`src/rtl/arcade_input_pkg.sv`:
```
// Shared constants for the arcade input mapper: PS/2 scancodes, MiSTer joystick bit map
// and the active-low byte layout expected by the game core's INP ports.
package arcade_input_pkg;

    // Arrow keys match with or without the E0 extension, so only the low byte is compared.
    localparam logic [7:0] SC_P1_UP    = 8'h75;
    localparam logic [7:0] SC_P1_DOWN  = 8'h72;
    localparam logic [7:0] SC_P1_LEFT  = 8'h6B;
    localparam logic [7:0] SC_P1_RIGHT = 8'h74;
    localparam logic [8:0] SC_P1_TRIG1 = 9'h029;
    localparam logic [8:0] SC_P1_TRIG2 = 9'h014;

    localparam logic [8:0] SC_P2_UP    = 9'h02D;
    localparam logic [8:0] SC_P2_DOWN  = 9'h02B;
    localparam logic [8:0] SC_P2_LEFT  = 9'h023;
    localparam logic [8:0] SC_P2_RIGHT = 9'h034;
    localparam logic [8:0] SC_P2_TRIG1 = 9'h01C;
    localparam logic [8:0] SC_P2_TRIG2 = 9'h01B;

    localparam logic [8:0] SC_START1 = 9'h016;
    localparam logic [8:0] SC_F1     = 9'h005;
    localparam logic [8:0] SC_START2 = 9'h01E;
    localparam logic [8:0] SC_F2     = 9'h006;
    localparam logic [8:0] SC_COIN1  = 9'h02E;
    localparam logic [8:0] SC_COIN2  = 9'h036;

    localparam int JOY_WIDTH  = 16;
    localparam int JOY_RIGHT  = 0;
    localparam int JOY_LEFT   = 1;
    localparam int JOY_DOWN   = 2;
    localparam int JOY_UP     = 3;
    localparam int JOY_TRIG1  = 4;
    localparam int JOY_TRIG2  = 5;
    localparam int JOY_START  = 6;
    localparam int JOY_SELECT = 7;
    localparam int JOY_COIN   = 8;

    localparam int INP_TRIG1 = 1;
    localparam int INP_TRIG2 = 2;
    localparam int INP_DOWN  = 4;
    localparam int INP_UP    = 5;
    localparam int INP_RIGHT = 6;
    localparam int INP_LEFT  = 7;

    localparam int SYS_COIN   = 0;
    localparam int SYS_START1 = 4;

    typedef struct packed {
        logic left;
        logic right;
        logic up;
        logic down;
        logic trig2;
        logic trig1;
    } ctrl_t;

    function automatic ctrl_t joy_to_ctrl(input logic [5:0] joy);
        ctrl_t c;
        c.left  = joy[JOY_LEFT];
        c.right = joy[JOY_RIGHT];
        c.up    = joy[JOY_UP];
        c.down  = joy[JOY_DOWN];
        c.trig2 = joy[JOY_TRIG2];
        c.trig1 = joy[JOY_TRIG1];
        return c;
    endfunction

    // Unused byte positions stay 0 here and become constant 1 after inversion.
    function automatic logic [7:0] inp_byte_n(input ctrl_t c, input logic suppress_trig1);
        logic [7:0] b;
        b            = 8'h00;
        b[INP_LEFT]  = c.left;
        b[INP_RIGHT] = c.right;
        b[INP_UP]    = c.up;
        b[INP_DOWN]  = c.down;
        b[INP_TRIG2] = c.trig2;
        b[INP_TRIG1] = c.trig1 & ~suppress_trig1;
        return ~b;
    endfunction

endpackage

```
`src/rtl/pulse_stretch.sv`:
```
// Rising-edge triggered fixed-width pulse; edges arriving while a pulse is running are dropped.
module pulse_stretch #(
    parameter logic [23:0] WIDTH_CYCLES = 24'd480000
) (
    input  logic i_clk,
    input  logic i_reset,
    input  logic i_in,
    output logic o_active
);

    logic        r_prev;
    logic [23:0] r_cnt;
    logic        w_rise;

    assign w_rise   = i_in & ~r_prev;
    assign o_active = (r_cnt != '0);

    always_ff @(posedge i_clk) begin
        if (i_reset) begin
            r_prev <= 1'b0;
            r_cnt  <= '0;
        end else begin
            r_prev <= i_in;
            if (r_cnt != '0) begin
                r_cnt <= r_cnt - 24'd1;
            end else if (w_rise) begin
                r_cnt <= WIDTH_CYCLES;
            end
        end
    end

endmodule

```
`src/rtl/arcade_input_mapper.sv`:
```
// Merges PS/2 keyboard state and MiSTer joysticks into registered active-low INP bytes,
// with upright/cocktail merge, per-player autofire on trig1 and a stretched coin pulse.
module arcade_input_mapper
    import arcade_input_pkg::*;
#(
    parameter int          NUM_PLAYERS  = 2,
    parameter logic [23:0] COIN_PULSE   = 24'd480000,
    parameter logic [19:0] AUTOFIRE_DIV = 20'd400000
) (
    input  logic                        clk_sys,
    input  logic                        reset,
    input  logic [10:0]                 ps2_key,
    input  logic [16*NUM_PLAYERS-1:0]   joy_in,
    input  logic                        cabinet,
    input  logic [NUM_PLAYERS-1:0]      autofire_en,
    output logic [8*NUM_PLAYERS-1:0]    inp_n,
    output logic [7:0]                  sys_n
);

    logic       r_old_tog;
    ctrl_t      r_key_p1;
    ctrl_t      r_key_p2;
    logic       r_key_start1;
    logic       r_key_f1;
    logic       r_key_start2;
    logic       r_key_f2;
    logic       r_key_coin1;
    logic       r_key_coin2;

    logic [19:0] r_af_cnt;
    logic        r_af_phase;

    logic        w_key_event;
    logic        w_pressed;
    logic [8:0]  w_code;

    ctrl_t [NUM_PLAYERS-1:0]     w_raw;
    ctrl_t                       w_p2_raw;
    logic  [NUM_PLAYERS-1:0][7:0] w_inp_n;
    logic  [NUM_PLAYERS-1:0]     w_joy_coin;
    logic  [3:0]                 w_joy_start;
    logic  [3:0]                 w_start;
    logic                        w_coin_raw;
    logic                        w_coin_active;
    logic  [7:0]                 w_sys_n;

    assign w_key_event = ps2_key[10] ^ r_old_tog;
    assign w_pressed   = ps2_key[9];
    assign w_code      = ps2_key[8:0];

    // old_tog follows the toggle even in reset so releasing reset never fakes an event.
    always_ff @(posedge clk_sys) begin
        if (reset) begin
            r_old_tog    <= ps2_key[10];
            r_key_p1     <= '0;
            r_key_p2     <= '0;
            r_key_start1 <= 1'b0;
            r_key_f1     <= 1'b0;
            r_key_start2 <= 1'b0;
            r_key_f2     <= 1'b0;
            r_key_coin1  <= 1'b0;
            r_key_coin2  <= 1'b0;
        end else begin
            r_old_tog <= ps2_key[10];
            if (w_key_event) begin
                if (w_code[7:0] == SC_P1_UP)    r_key_p1.up    <= w_pressed;
                if (w_code[7:0] == SC_P1_DOWN)  r_key_p1.down  <= w_pressed;
                if (w_code[7:0] == SC_P1_LEFT)  r_key_p1.left  <= w_pressed;
                if (w_code[7:0] == SC_P1_RIGHT) r_key_p1.right <= w_pressed;
                if (w_code == SC_P1_TRIG1)      r_key_p1.trig1 <= w_pressed;
                if (w_code == SC_P1_TRIG2)      r_key_p1.trig2 <= w_pressed;
                if (w_code == SC_P2_UP)         r_key_p2.up    <= w_pressed;
                if (w_code == SC_P2_DOWN)       r_key_p2.down  <= w_pressed;
                if (w_code == SC_P2_LEFT)       r_key_p2.left  <= w_pressed;
                if (w_code == SC_P2_RIGHT)      r_key_p2.right <= w_pressed;
                if (w_code == SC_P2_TRIG1)      r_key_p2.trig1 <= w_pressed;
                if (w_code == SC_P2_TRIG2)      r_key_p2.trig2 <= w_pressed;
                if (w_code == SC_START1)        r_key_start1   <= w_pressed;
                if (w_code == SC_F1)            r_key_f1       <= w_pressed;
                if (w_code == SC_START2)        r_key_start2   <= w_pressed;
                if (w_code == SC_F2)            r_key_f2       <= w_pressed;
                if (w_code == SC_COIN1)         r_key_coin1    <= w_pressed;
                if (w_code == SC_COIN2)         r_key_coin2    <= w_pressed;
            end
        end
    end

    always_ff @(posedge clk_sys) begin
        if (reset) begin
            r_af_cnt   <= '0;
            r_af_phase <= 1'b0;
        end else if (r_af_cnt == AUTOFIRE_DIV - 20'd1) begin
            r_af_cnt   <= '0;
            r_af_phase <= ~r_af_phase;
        end else begin
            r_af_cnt <= r_af_cnt + 20'd1;
        end
    end

    if (NUM_PLAYERS >= 2) begin : g_p2
        assign w_p2_raw = w_raw[1];
    end else begin : g_no_p2
        assign w_p2_raw = '0;
    end

    for (genvar p = 0; p < NUM_PLAYERS; p++) begin : g_player
        ctrl_t w_key;
        ctrl_t w_merged;
        logic  w_unused_joy;

        if (p == 0) begin : g_key_p1
            assign w_key = r_key_p1;
        end else if (p == 1) begin : g_key_p2
            assign w_key = r_key_p2;
        end else begin : g_key_none
            assign w_key = '0;
        end

        assign w_raw[p] = ctrl_t'(joy_to_ctrl(joy_in[JOY_WIDTH*p +: 6]) | w_key);

        // Upright cabinets share one control panel, so P2's controls also drive P1.
        if (p == 0) begin : g_merge
            assign w_merged = cabinet ? w_raw[0] : ctrl_t'(w_raw[0] | w_p2_raw);
        end else begin : g_own
            assign w_merged = w_raw[p];
        end

        assign w_inp_n[p]    = inp_byte_n(w_merged, autofire_en[p] & ~r_af_phase);
        assign w_joy_coin[p] = joy_in[JOY_WIDTH*p + JOY_COIN];
        assign w_unused_joy  = &{1'b0, joy_in[JOY_WIDTH*p + JOY_SELECT], joy_in[JOY_WIDTH*p + 9 +: 7]};
    end

    for (genvar k = 0; k < 4; k++) begin : g_start
        if (k < NUM_PLAYERS) begin : g_used
            assign w_joy_start[k] = joy_in[JOY_WIDTH*k + JOY_START];
        end else begin : g_absent
            assign w_joy_start[k] = 1'b0;
        end
    end

    assign w_start[0]   = w_joy_start[0] | r_key_start1 | r_key_f1;
    assign w_start[1]   = w_joy_start[1] | r_key_start2 | r_key_f2;
    assign w_start[3:2] = w_joy_start[3:2];

    assign w_coin_raw = (|w_joy_coin) | r_key_coin1 | r_key_coin2 | r_key_f1 | r_key_f2;

    pulse_stretch #(
        .WIDTH_CYCLES(COIN_PULSE)
    ) u_coin (
        .i_clk    (clk_sys),
        .i_reset  (reset),
        .i_in     (w_coin_raw),
        .o_active (w_coin_active)
    );

    always_comb begin
        w_sys_n           = 8'hFF;
        w_sys_n[SYS_COIN] = ~w_coin_active;
        for (int k = 0; k < 4; k++) begin
            w_sys_n[SYS_START1 + k] = ~w_start[k];
        end
    end

    always_ff @(posedge clk_sys) begin
        if (reset) begin
            inp_n <= '1;
            sys_n <= 8'hFF;
        end else begin
            inp_n <= w_inp_n;
            sys_n <= w_sys_n;
        end
    end

endmodule

```
`config.mk`:
```
export PLATFORM = sky130hd
export DESIGN_NAME = arcade_input_mapper
export DESIGN_NICKNAME = d
export VERILOG_FILES = /design/src/rtl/arcade_input_pkg.sv /design/src/rtl/pulse_stretch.sv /design/src/rtl/arcade_input_mapper.sv
export SDC_FILE = /design/constraint.sdc
export NUM_CORES = 1
export LEC_CHECK = 0
export CAP_MARGIN = 25
export CORE_MARGIN = 2
export CORE_UTILIZATION = 55
export DETAILED_ROUTE_END_ITERATION = 12
export PLACE_DENSITY = 0.92
export RECOVER_POWER = 50
export SYNTH_ARGS = -nofsm -noshare
export SYNTH_HDL_FRONTEND = slang
export SYNTH_SLANG_ARGS = --single-unit
```
`constraint.sdc`:
```
create_clock -name clk_sys -period 3.2 [get_ports clk_sys]
set_input_delay 0.64 -clock clk_sys [delete_from_list [all_inputs] [get_ports clk_sys]]
set_output_delay 0.64 -clock clk_sys [all_outputs]
set_load 0.05 [all_outputs]
```
# Word-level counts from Yosys, hierarchy flattened
# Cells that the tools add are included.
# word_totals
register_bits,89
inputBits,48
output_inout_bits,24
wordCells,98
# classes
n_addsub,2
eq_ne,19
muxes,3
bitwise,26
reduce_logical,22
# ops
op,n
== test 9 x 6 -> 1 bit (second input constant),7
2-to-1 mux 24 bit,2
== test 9 x 5 -> 1 bit (second input constant),5
AND reduction 2 bit,18
== test 8 x 7 -> 1 bit (second input constant),4
nonzero test 24 bit,1
subtractor 24 x 1 -> 24 bit (second input constant),1
adder 20 x 1 -> 20 bit (second input constant),1
== test 20 x 19 -> 1 bit (second input constant),1
== test 9 x 3 -> 1 bit (second input constant),2
bitwise OR 6 bit,3
inverter 8 bit,2
bitwise OR 1 bit,8
inverter 1 bit,7
2-to-1 mux 6 bit,1
bitwise AND 1 bit,5
OR reduction 2 bit,2
nonzero test 2 bit,1
bitwise XOR 1 bit,1

# Logic depth before layout (Yosys ltp)
# Gate-level depths: netlist (run 1).
# logic_depth
ltp_word,8
ltp_mapped,8
mapped_depth_nobuf,7

# Hierarchy
# A second synthesis (run 1) with hierarchy kept.
# hier_totals
cells_unflattened,432
area_unflattened_um2,3752.3
# by_module_without_submodules
mod,n_inst,cells_each,area_per_inst_um2,seq_area_each_um2
arcade_input_mapper,1,270,2373.5,1101.1
pulse_stretch,1,162,1378.8,500.5

# Worst setup path after synthesis (run 1)
# OpenSTA, ideal clock, no wires.
# synth_timing
path_kind,input-to-reg
start,in ps2_key[6]
end,reg r_key_p2 (netlist bit g_player[1].w_key[3])
setup_ps,128
t_arrival_ps,2038
t_required_ps,3072
setup_slack_ps,1034
stages,5
path_buffers,0
cell_sequence,or2_2 > nor4b_1 > nand4_1 > mux2i_1 > nor2_1
# synth_via
elab_chain_cells,2
# synth_lines
item,line_no,text
from (decl),arcade_input_mapper.sv:12,"input logic [10:0] ps2_key,"
== test 9 x 6 -> 1 bit,arcade_input_mapper.sv:72,if (w_code == SC_P2_UP) r_key_p2.up <= w_pressed;
AND reduction 2 bit (no source line),-,
to (decl),arcade_input_mapper.sv:22,ctrl_t r_key_p2;
# No other way between the ends.
# A chain may end at the register's enable or synchronous reset.

# Final worst setup path (run 1)
# layout_timing
start,in reset
end,reg r_af_cnt[8]
# layout_via
elab_chain_cells,1
# layout_lines
item,line_no,text
from (decl),arcade_input_mapper.sv:11,"input logic reset,"
OR reduction 2 bit (no source line),-,
to (signal assigned),arcade_input_mapper.sv:96,r_af_cnt <= r_af_cnt + 20'd1;
to (decl),arcade_input_mapper.sv:30,logic [19:0] r_af_cnt;
# No other way between the ends.

==> flow_summary.ini, run 1 <==
[grt]
grt_max_degree = 42
grt_pass1_vias = 2966
antenna_found_initial = 0
grt_pass1_wl_um = 13500
grt_usage_pct = 23.0
grt.overflow.total = 0

[logic_synthesis]
synthMuxAreaShare_pct = 3.88
synthArstFlopShare_pct = 0
synth_compound_area_share_pct = 8.83
synthAdderAreaFrac_pct = 1.04
yosys_warnings = 0
synth_edf_count = 0
yosysUniqueCellTypes = 45
synthCells = 420
yosys.area_share.simple_pct = 31.0
synth_seq_cells = 80
ys_seq_area_share_pct = 44.3
synth_xor_area_share_pct = 6.79
synth.avg_cell_area_um2 = 8.60
synth_top_family_by_area = simple AND/OR/NAND/NOR gates
synth_area_um2 = 3610
ys.flop_type = dfxtp_1

[clocking]
clk_pin_slew_ps = 80
clkSinkCount = 80
cts_setup_buffers = 0
cts_made_buffers = 9
ctsHoldBuffers = 0
cts_tree = yes
cts_max_path_buffers = 2
cts_max_level = 3
cts_root_buf = clkbuf_8
ctsResizeCount = 0
clk_latency_ps = 360

[floorplan]
num_rows = 29
io_pins = 72
core_um2 = 6350
initial_core_util_pct = 56.9
die-area_um2 = 7230
fp.dieW_um = 85.0
chipHeight_um = 85.0

[route]
via_count = 3186
wl_per_cell_um = 14.8
drtPass1Iterations = 5
postRouteAntennaNets = 0
first_iter_violations = 242
via_per_inst = 5.80
drc = 0
wl_um = 8130

[worst_setup_path]
max_stage_delay_ps = 1290
worstPathArrival_ps = 2880
worstSetupStartpointType = primary input
path_depth = 3
crit_family = buffers and inverters
slowest_stage = clkbuf_1
worstRegToRegCells = 5
worst-endpoint-required_ps = 3410
critical_path_buf_inv_count = 1
path_cells = clkbuf_1, or2_0, nor2_1
endpoint_kind = register
cp_max_fo = 41
worst-setup-path-type = in2reg

[power]
ir_worst_vdd_v = 0.000465
clkPwrFrac_pct = 24.8
combPwrFrac_pct = 36.5
swShare_pct = 38.2
switching_power_mw = 1.27
power_frac_seq_pct = 38.7
power_leakage_nw = 1.71
p_int_mw = 2.05
power_density_nw_per_um2 = 769

[finish]
finalNonFillerCells = 549
layout.cells.most_common = dfxtp_1
multiInputGateArea_um2 = 1900
ff_latch_area_um2 = 1600
n_fill_cell = 468
layout-drive-gt1-share_pct = 7.42
final_cell_area_um2 = 4320
area_growth_pct = 19.5
n_antenna_cell = 0
final_cell_mix = dfxtp_1, nor2_1, clkdlybuf4s50_1, nand3_1, nand2_1
final_nets = 518

[sta]
slew_viol_final = 42
hold_viol_final = 0
max_freq_mhz = 374
post-route-period-util_pct = 83.6
rsz0062_at_grt = false
worstMarginPinSlew_ps = 1830
clock_skew_ps = 5.86
relSlewSlack_pct = -22.0
setup_tns_ps = 0
period_minus_slack_ps = 2680
setup_viol = 0

[run_status]
status = finished, violations left
violations = capacitance limit, slew limit

[place]
dp.cells = 533
routabilityCongestion = 0.836
post-dp-hpwl_um = 5540
port-buffer-count = 46
dpl-instance-area_um2 = 4110

[worst_hold_path]
hold_path_class = reg2reg
whs_path_depth = 2

[job]
cap_violations = 1
[metal layers]
metal	routed length, um	GRT usage (%)	up-vias
li1	-	-	1566
met5	0	0	-
met4	155	9.09	0
met1	3560	29.9	1511
met3	326	3.50	13
met2	4090	38.6	96
[through the flow]
| step | utilization (%) | total power, mW | hold WS, ps | setup slack [ps] |
|---|---|---|---|---|
| 3_3_place_gp | 64.7 | 2.41 | 442 | 745 |
| 3_5_place_dp | 64.7 | 2.47 | 453 | 693 |
| 5_1_grt | 68.0 | 3.50 | 495 | 331 |
| 4_1_cts | 68.1 | 3.29 | 469 | 648 |
| 2_1_floorplan | - | 2.20 | 419 | 1030 |
| 6_report | 68.0 | 3.32 | 467 | 524 |
[kinds of logic after synthesis]
| logic type | Yosys count |
|---|---|
| XOR/XNOR | 28 |
| other | 1 |
| buffers and inverters | 29 |
| adder cells (fa/ha/maj) | 3 |
| flip-flops | 80 |
| AND/OR/NAND/NOR | 215 |
| AO/OA/AOI/OAI | 50 |
| multiplexers | 14 |
[cells in the mapped netlist (3+ instances only)]
| library cell | n | share of area (%) |
|---|---|---|
| and3_1 | 5 | 0.87 |
| or2_2 | 11 | 1.9 |
| dfxtp_1 | 80 | 44 |
| nor2b_1 | 5 | 0.87 |
| buf_4 | 9 | 1.9 |
| nand2_1 | 22 | 2.3 |
| o21ai_0 | 10 | 1.4 |
| inv_1 | 7 | 0.73 |
| nand3_1 | 26 | 3.6 |
| nor3_1 | 14 | 1.9 |
| xor2_1 | 21 | 5.1 |
| or4_4 | 4 | 1.2 |
| xnor2_1 | 7 | 1.7 |
| nand4_1 | 15 | 2.6 |
| ha_1 | 3 | 1.0 |
| o31a_1 | 3 | 0.73 |
| a21oi_1 | 17 | 2.4 |
| nor2_1 | 71 | 7.4 |
| nor4_1 | 9 | 1.6 |
| mux2i_1 | 14 | 3.9 |
| nand2b_1 | 9 | 1.6 |
| or3_1 | 7 | 1.2 |
| o31ai_1 | 3 | 0.62 |
| clkbuf_1 | 12 | 1.2 |
| or4_1 | 4 | 0.83 |
| a31oi_1 | 3 | 0.52 |
[worst paths after layout]
check | startpoint | slack (ps) | end
setup / recovery | reset | 520 | r_af_cnt[8]
hold / removal | g_player[0].w_key[4] | 470 | g_player[0].w_key[4]
setup reg to reg | u_coin.r_cnt[7] | 590 | u_coin.r_cnt[18]
hold reg to reg | g_player[0].w_key[4] | 470 | g_player[0].w_key[4]
[flip-flops by register name, indices dropped and copies added, names as in the netlist]
register        count
g_player.w_key     12
r_af_cnt           20
r_old_tog           1
r_af_phase          1
sys_n               3
r_key_f1            1
u_coin.r_prev       1
r_key_start1        1
r_key_coin2         1
r_key_start2        1
u_coin.r_cnt       24
r_key_f2            1
r_key_coin1         1
inp_n              12
[worst min-delay path, cell delays in order, from the launching register on]
cell and delay [ps]:
dfxtp_1 320, nand2_1 50, a21oi_1 50
[final cells by class]
type                            count  share of cell area (%)
Clock buffer                       10                    2.96
Timing Repair Buffer               50                    11.0
Tap cell                           77                    2.23
Inverter                            7                   0.609
Clock inverter                      6                    2.09
Multi-Input combinational cell    319                    44.0
Sequential cell                    80                    37.1
[power by group through the flow]
stage | combinational, mW | sequential [mW] | clock [mW]
6_report | 1.21 | 1.28 | 0.824
5_1_grt | 1.32 | 1.31 | 0.869
3_5_place_dp | 1.17 | 1.30 | 0
4_1_cts | 1.19 | 1.28 | 0.824
2_1_floorplan | 0.883 | 1.31 | 0
3_3_place_gp | 1.12 | 1.29 | 0
(Power assumes the default switching activity.)
==> inputs of run 2 (changes only) <==
--- a/config.mk
+++ b/config.mk
@@ -7,9 +7,9 @@
 export LEC_CHECK = 0
 export CAP_MARGIN = 25
 export CORE_MARGIN = 2
-export CORE_UTILIZATION = 55
+export CORE_UTILIZATION = 51
 export DETAILED_ROUTE_END_ITERATION = 12
-export PLACE_DENSITY = 0.92
+export PLACE_DENSITY = 0.87
 export RECOVER_POWER = 50
 export SYNTH_ARGS = -nofsm -noshare
 export SYNTH_HDL_FRONTEND = slang
==> constraint.sdc (replaced) <==
create_clock -name clk_sys -period 2.8 [get_ports clk_sys]
set_input_delay 0.56 -clock clk_sys [delete_from_list [all_inputs] [get_ports clk_sys]]
set_output_delay 0.56 -clock clk_sys [all_outputs]
set_load 0.05 [all_outputs]
==> flow_summary.ini, run 2 (synthesis results as in run 1) <==
[run_status]
status = finished, final reports clean

[route]
via_count = 3121
postRouteAntennaNets = 0
drtPass1Iterations = 5
wl_per_cell_um = 13.9
routed-wl-met2_um = 4100
met1_length_um = 3480
drc = 0
wl_um = 7920
top_layer_used = met4
wl_met3_um = 281
via_per_inst = 5.48
first_iter_violations = 181

[finish]
largest_reg_flops = 24
final_nets = 520
final_cell_mix = dfxtp_1, nor2_1, clkdlybuf4s50_1, nand3_1, nand2_1
reg.largest.list = u_coin.r_cnt x24, r_af_cnt x20
layout.cells.most_common = dfxtp_1
n_fill_cell = 580
regMostFlops = u_coin.r_cnt
postLayoutCoreUtil_pct = 63.8
layout-drive-gt1-share_pct = 7.81
n_antenna_cell = 0
area_growth_pct = 20.6

[worst_setup_path]
crit_start = u_coin.r_cnt[7]
worst-setup-path-type = reg2reg
worstReg2RegStart = u_coin.r_cnt[7]
worstPathArrival_ps = 2750
endpoint_kind = register
cp_max_fo = 11
endpoint = u_coin.r_cnt[20]
rr_endpoint = u_coin.r_cnt[20]
worstRegToRegCells = 6
worst-endpoint-required_ps = 3000
worstSetupStartpointType = register
reg2reg_slack_ps = 260

[clocking]
clk_pin_slew_ps = 80
cts_setup_buffers = 0
clkSinkCount = 80
cts_tree = yes
ctsResizeCount = 0
ctsHoldBuffers = 0
clk_latency_ps = 350
cts_max_level = 3
cts_max_path_buffers = 2
cts_made_buffers = 9
cts_root_buf = clkbuf_8

[power]
p_int_mw = 2.39
switching_power_mw = 1.43
ir_worst_vdd_v = 0.000509
combPwrFrac_pct = 36.9
clkPwrFrac_pct = 24.8
power_leakage_nw = 1.72
power_frac_seq_pct = 38.3
power_density_nw_per_um2 = 878
finalPower_mw = 3.83
swShare_pct = 37.4

[sta]
slew_viol_final = 0
setup_viol = 0
setup_tns_ps = 0
relSlewSlack_pct = 41.1
worstMarginPinSlew_ps = 883
hold_viol_final = 0
max_freq_mhz = 393
post-route-period-util_pct = 90.8
rsz0062_at_grt = false
clock_skew_ps = 9.31
period_minus_slack_ps = 2540

[job]
cap_violations = 0

[grt]
grt_usage_pct = 21.6
grt_pass1_wl_um = 13100
grt_pass1_vias = 2924
grt.overflow.total = 0
antenna_found_initial = 0
grt_max_degree = 46

[place]
post-dp-hpwl_um = 5730
port-buffer-count = 46
routabilityCongestion = 0.818

[floorplan]
initial_core_util_pct = 52.9
core_um2 = 6830
fp.dieW_um = 88.2
chipHeight_um = 88.2
num_rows = 30
io_pins = 72
die-area_um2 = 7770

[worst_hold_path]
hold_path_class = reg2reg
==> run 2: changes by cell type in the layout (fill, tap and decap cells not counted) <==
| cell | delta |
|---|---|
| buf_2 | +1 |
| dlygate4sd3_1 | +3 |
| clkinv_4 | +1 |
| inv_6 | -1 |
| clkdlybuf4s50_1 | -3 |
| clkbuf_8 | +1 |
==> run 2: worst max-delay path, stage by stage (launching register included) <==
cell,delay (ps)
dfxtp_1,330
or4_1,630
nor4_1,460
nand3_1,430
buf_4,300
a21oi_1,170
nor3_1,70
==> run 2: area by class of cell <==
type | count | area (um2) | share of cell area, %
clock inverter | 6 | 90.1 | 2.07
clock buffer | 10 | 138 | 3.16
timing repair buffer | 52 | 485 | 11.1
sequential | 80 | 1600 | 36.8
tap | 96 | 120 | 2.76
inverter | 7 | 26.3 | 0.603
multi-input combinational | 319 | 1900 | 43.5
==> run 2: how the worst min path moves through the flow <==
stage                               startpoint          end  slack, ps  cells past startpoint
final                     g_player[0].w_key[0]     inp_n[1]        450                      1
after global routing               r_key_coin1  r_key_coin1        480                      2
after CTS                 g_player[0].w_key[0]     inp_n[1]        450                      1
after detailed placement  g_player[0].w_key[0]     inp_n[1]        440                      1
after global placement    g_player[0].w_key[0]     inp_n[1]        440                      1
after floorplan           g_player[0].w_key[0]     inp_n[1]        420                      1
==> run 2: metrics by stage <==
step | hold slack [ps] | std cells | area [um2] | worst slack [ps]
finish | 452 | 570 | 4360 | 257
global route | 480 | 570 | 4360 | 66.3
CTS | 449 | 570 | 4370 | 324
detailed placement | 442 | 554 | 4150 | 345
global placement | 437 | 554 | 4150 | 448
floorplan | 419 | 428 | 3640 | 635
==> run 2: metal layers <==
metal	up-vias	GRT usage [%]
met5	-	0
li1	1568	-
met3	7	6.88
met1	1484	25.8
met2	62	38.1
met4	0	4.27
==> run 2: power groups by stage <==
| stage | Combinational, mW | Sequential, mW | Clock (mW) |
|---|---|---|---|
| finish | 1.41 | 1.46 | 0.950 |
| global route | 1.58 | 1.49 | 1.01 |
| CTS | 1.40 | 1.46 | 0.968 |
| detailed placement | 1.39 | 1.49 | 0 |
| global placement | 1.32 | 1.47 | 0 |
| floorplan | 1.01 | 1.50 | 0 |
==> inputs of run 3 (changes only) <==
--- a/config.mk
+++ b/config.mk
@@ -11,6 +11,7 @@
 export DETAILED_ROUTE_END_ITERATION = 12
 export PLACE_DENSITY = 0.87
 export RECOVER_POWER = 50
+export SETUP_SLACK_MARGIN = 0.15
 export SYNTH_ARGS = -nofsm -noshare
 export SYNTH_HDL_FRONTEND = slang
 export SYNTH_SLANG_ARGS = --single-unit
==> flow_summary.ini, run 3 (synthesis results as in run 1) <==
[run_status]
status = finished, violations left
violations = capacitance limit, slew limit

[floorplan]
die-area_um2 = 7770
initial_core_util_pct = 52.9
num_rows = 30
chipHeight_um = 88.2
io_pins = 72
core_um2 = 6830
fp.dieW_um = 88.2

[worst_setup_path]
endpoint_kind = register
cp_max_fo = 11
worst-endpoint-required_ps = 2960
worstSetupStartpointType = register
crit_start = u_coin.r_cnt[7]
worstReg2RegStart = u_coin.r_cnt[7]
worst-setup-path-type = reg2reg
worstPathArrival_ps = 2670

[power]
power_leakage_nw = 1.73
switching_power_mw = 1.46
ir_worst_vdd_v = 0.000511
p_int_mw = 2.40
power_frac_seq_pct = 37.9
combPwrFrac_pct = 37.4
clkPwrFrac_pct = 24.7
power_density_nw_per_um2 = 883
swShare_pct = 37.9

[route]
drtPass1Iterations = 5
wl_per_cell_um = 14.0
postRouteAntennaNets = 0
wl_um = 7970
first_iter_violations = 173
via_per_inst = 5.50
drc = 0
via_count = 3133

[sta]
worstMarginPinSlew_ps = 1810
period_minus_slack_ps = 2520
post-route-period-util_pct = 89.9
setup_viol = 0
hold_viol_final = 0
postLayoutSetupSlackWorst_ps = 284
rsz0062_at_grt = false
relSlewSlack_pct = -20.8
max_freq_mhz = 397
setup_tns_ps = 0
clock_skew_ps = 9.38
slew_viol_final = 46

[finish]
final_nets = 520
area_growth_pct = 21.0
regMostFlops = u_coin.r_cnt
largest_reg_flops = 24
reg.largest.list = u_coin.r_cnt x24, r_af_cnt x20
n_antenna_cell = 0
postLayoutCoreUtil_pct = 64.0
layout-drive-gt1-share_pct = 8.23
layout.cells.most_common = dfxtp_1
final_cell_mix = dfxtp_1, nor2_1, clkdlybuf4s50_1, nand3_1, nand2_1
n_fill_cell = 580

[clocking]
clk_pin_slew_ps = 80
clk_latency_ps = 350
cts_max_path_buffers = 2
cts_made_buffers = 9
cts_root_buf = clkbuf_8
cts_tree = yes
clkSinkCount = 80
cts_max_level = 3

[grt]
antenna_found_initial = 0
grt_pass1_vias = 2924
grt.overflow.total = 0
grt_max_degree = 46
grt_pass1_wl_um = 13100
grt_usage_pct = 21.6

[place]
post-dp-hpwl_um = 5730
place_ws_ps = 345
routabilityCongestion = 0.818
port-buffer-count = 46

[worst_hold_path]
min_from = g_player[0].w_key[0]
hold_path_class = reg2reg

[job]
cap_violations = 1
[run 3: power by group through the flow]
| stage | Sequential (mW) | Clock [mW] | Combinational [mW] |
|---|---|---|---|
| after floorplan | 1.50 | 0 | 1.01 |
| after global placement | 1.47 | 0 | 1.32 |
| after detailed placement | 1.49 | 0 | 1.39 |
| after CTS | 1.46 | 0.968 | 1.40 |
| after global routing | 1.49 | 1.01 | 1.60 |
| final | 1.46 | 0.951 | 1.44 |
[run 3: final cells by class]
type                    instances  area (um2)  area share, %
flip-flops and latches         80        1600           36.7
well taps                      96         120           2.75
clock buffers                  10         138           3.15
repair buffers                 52         492           11.3
multi-input cells             319        1900           43.5
clock inverters                 6        90.1           2.06
inverters                       7        26.3          0.601
[run 3: layer usage]
metal	track usage, %	vias up	routed length [um]
met5	0	-	0
met4	4.27	0	56
met3	6.88	6	270
met2	38.1	57	4120
met1	25.8	1504	3520
li1	-	1566	-
[run 3: final timing paths]
check | end | slack [ps] | cells past startpoint
worst min register to register | inp_n[1] | 450 | 1
worst max-delay path | u_coin.r_cnt[20] | 280 | 6
worst min-delay path | inp_n[1] | 450 | 1
worst max register to register | u_coin.r_cnt[20] | 280 | 6
[run 3: critical path, stage by stage (launching register included)]
cell and delay (ps):
dfxtp_1 330, or4_1 630, nor4_1 540, nand3_2 320, buf_4 250, a21oi_1 170, nor3_1 70
[run 3: per-stage QoR]
step                instances  area [um2]  total power [mW]  hold slack (ps)
finish                    570        4370              3.86              452
global route              570        4370              4.10              480
CTS                       570        4370              3.83              449
detailed placement        554        4150              2.88              442
global placement          554        4150              2.80              437
floorplan                 428        3640              2.51              419
[run 3: repair_timing]
item | CTS | global route
resized for setup | 0 | 1
hold buffers | 0 | 0
setup buffers | 0 | 0
endpoints found under the setup margin | 0 | 3
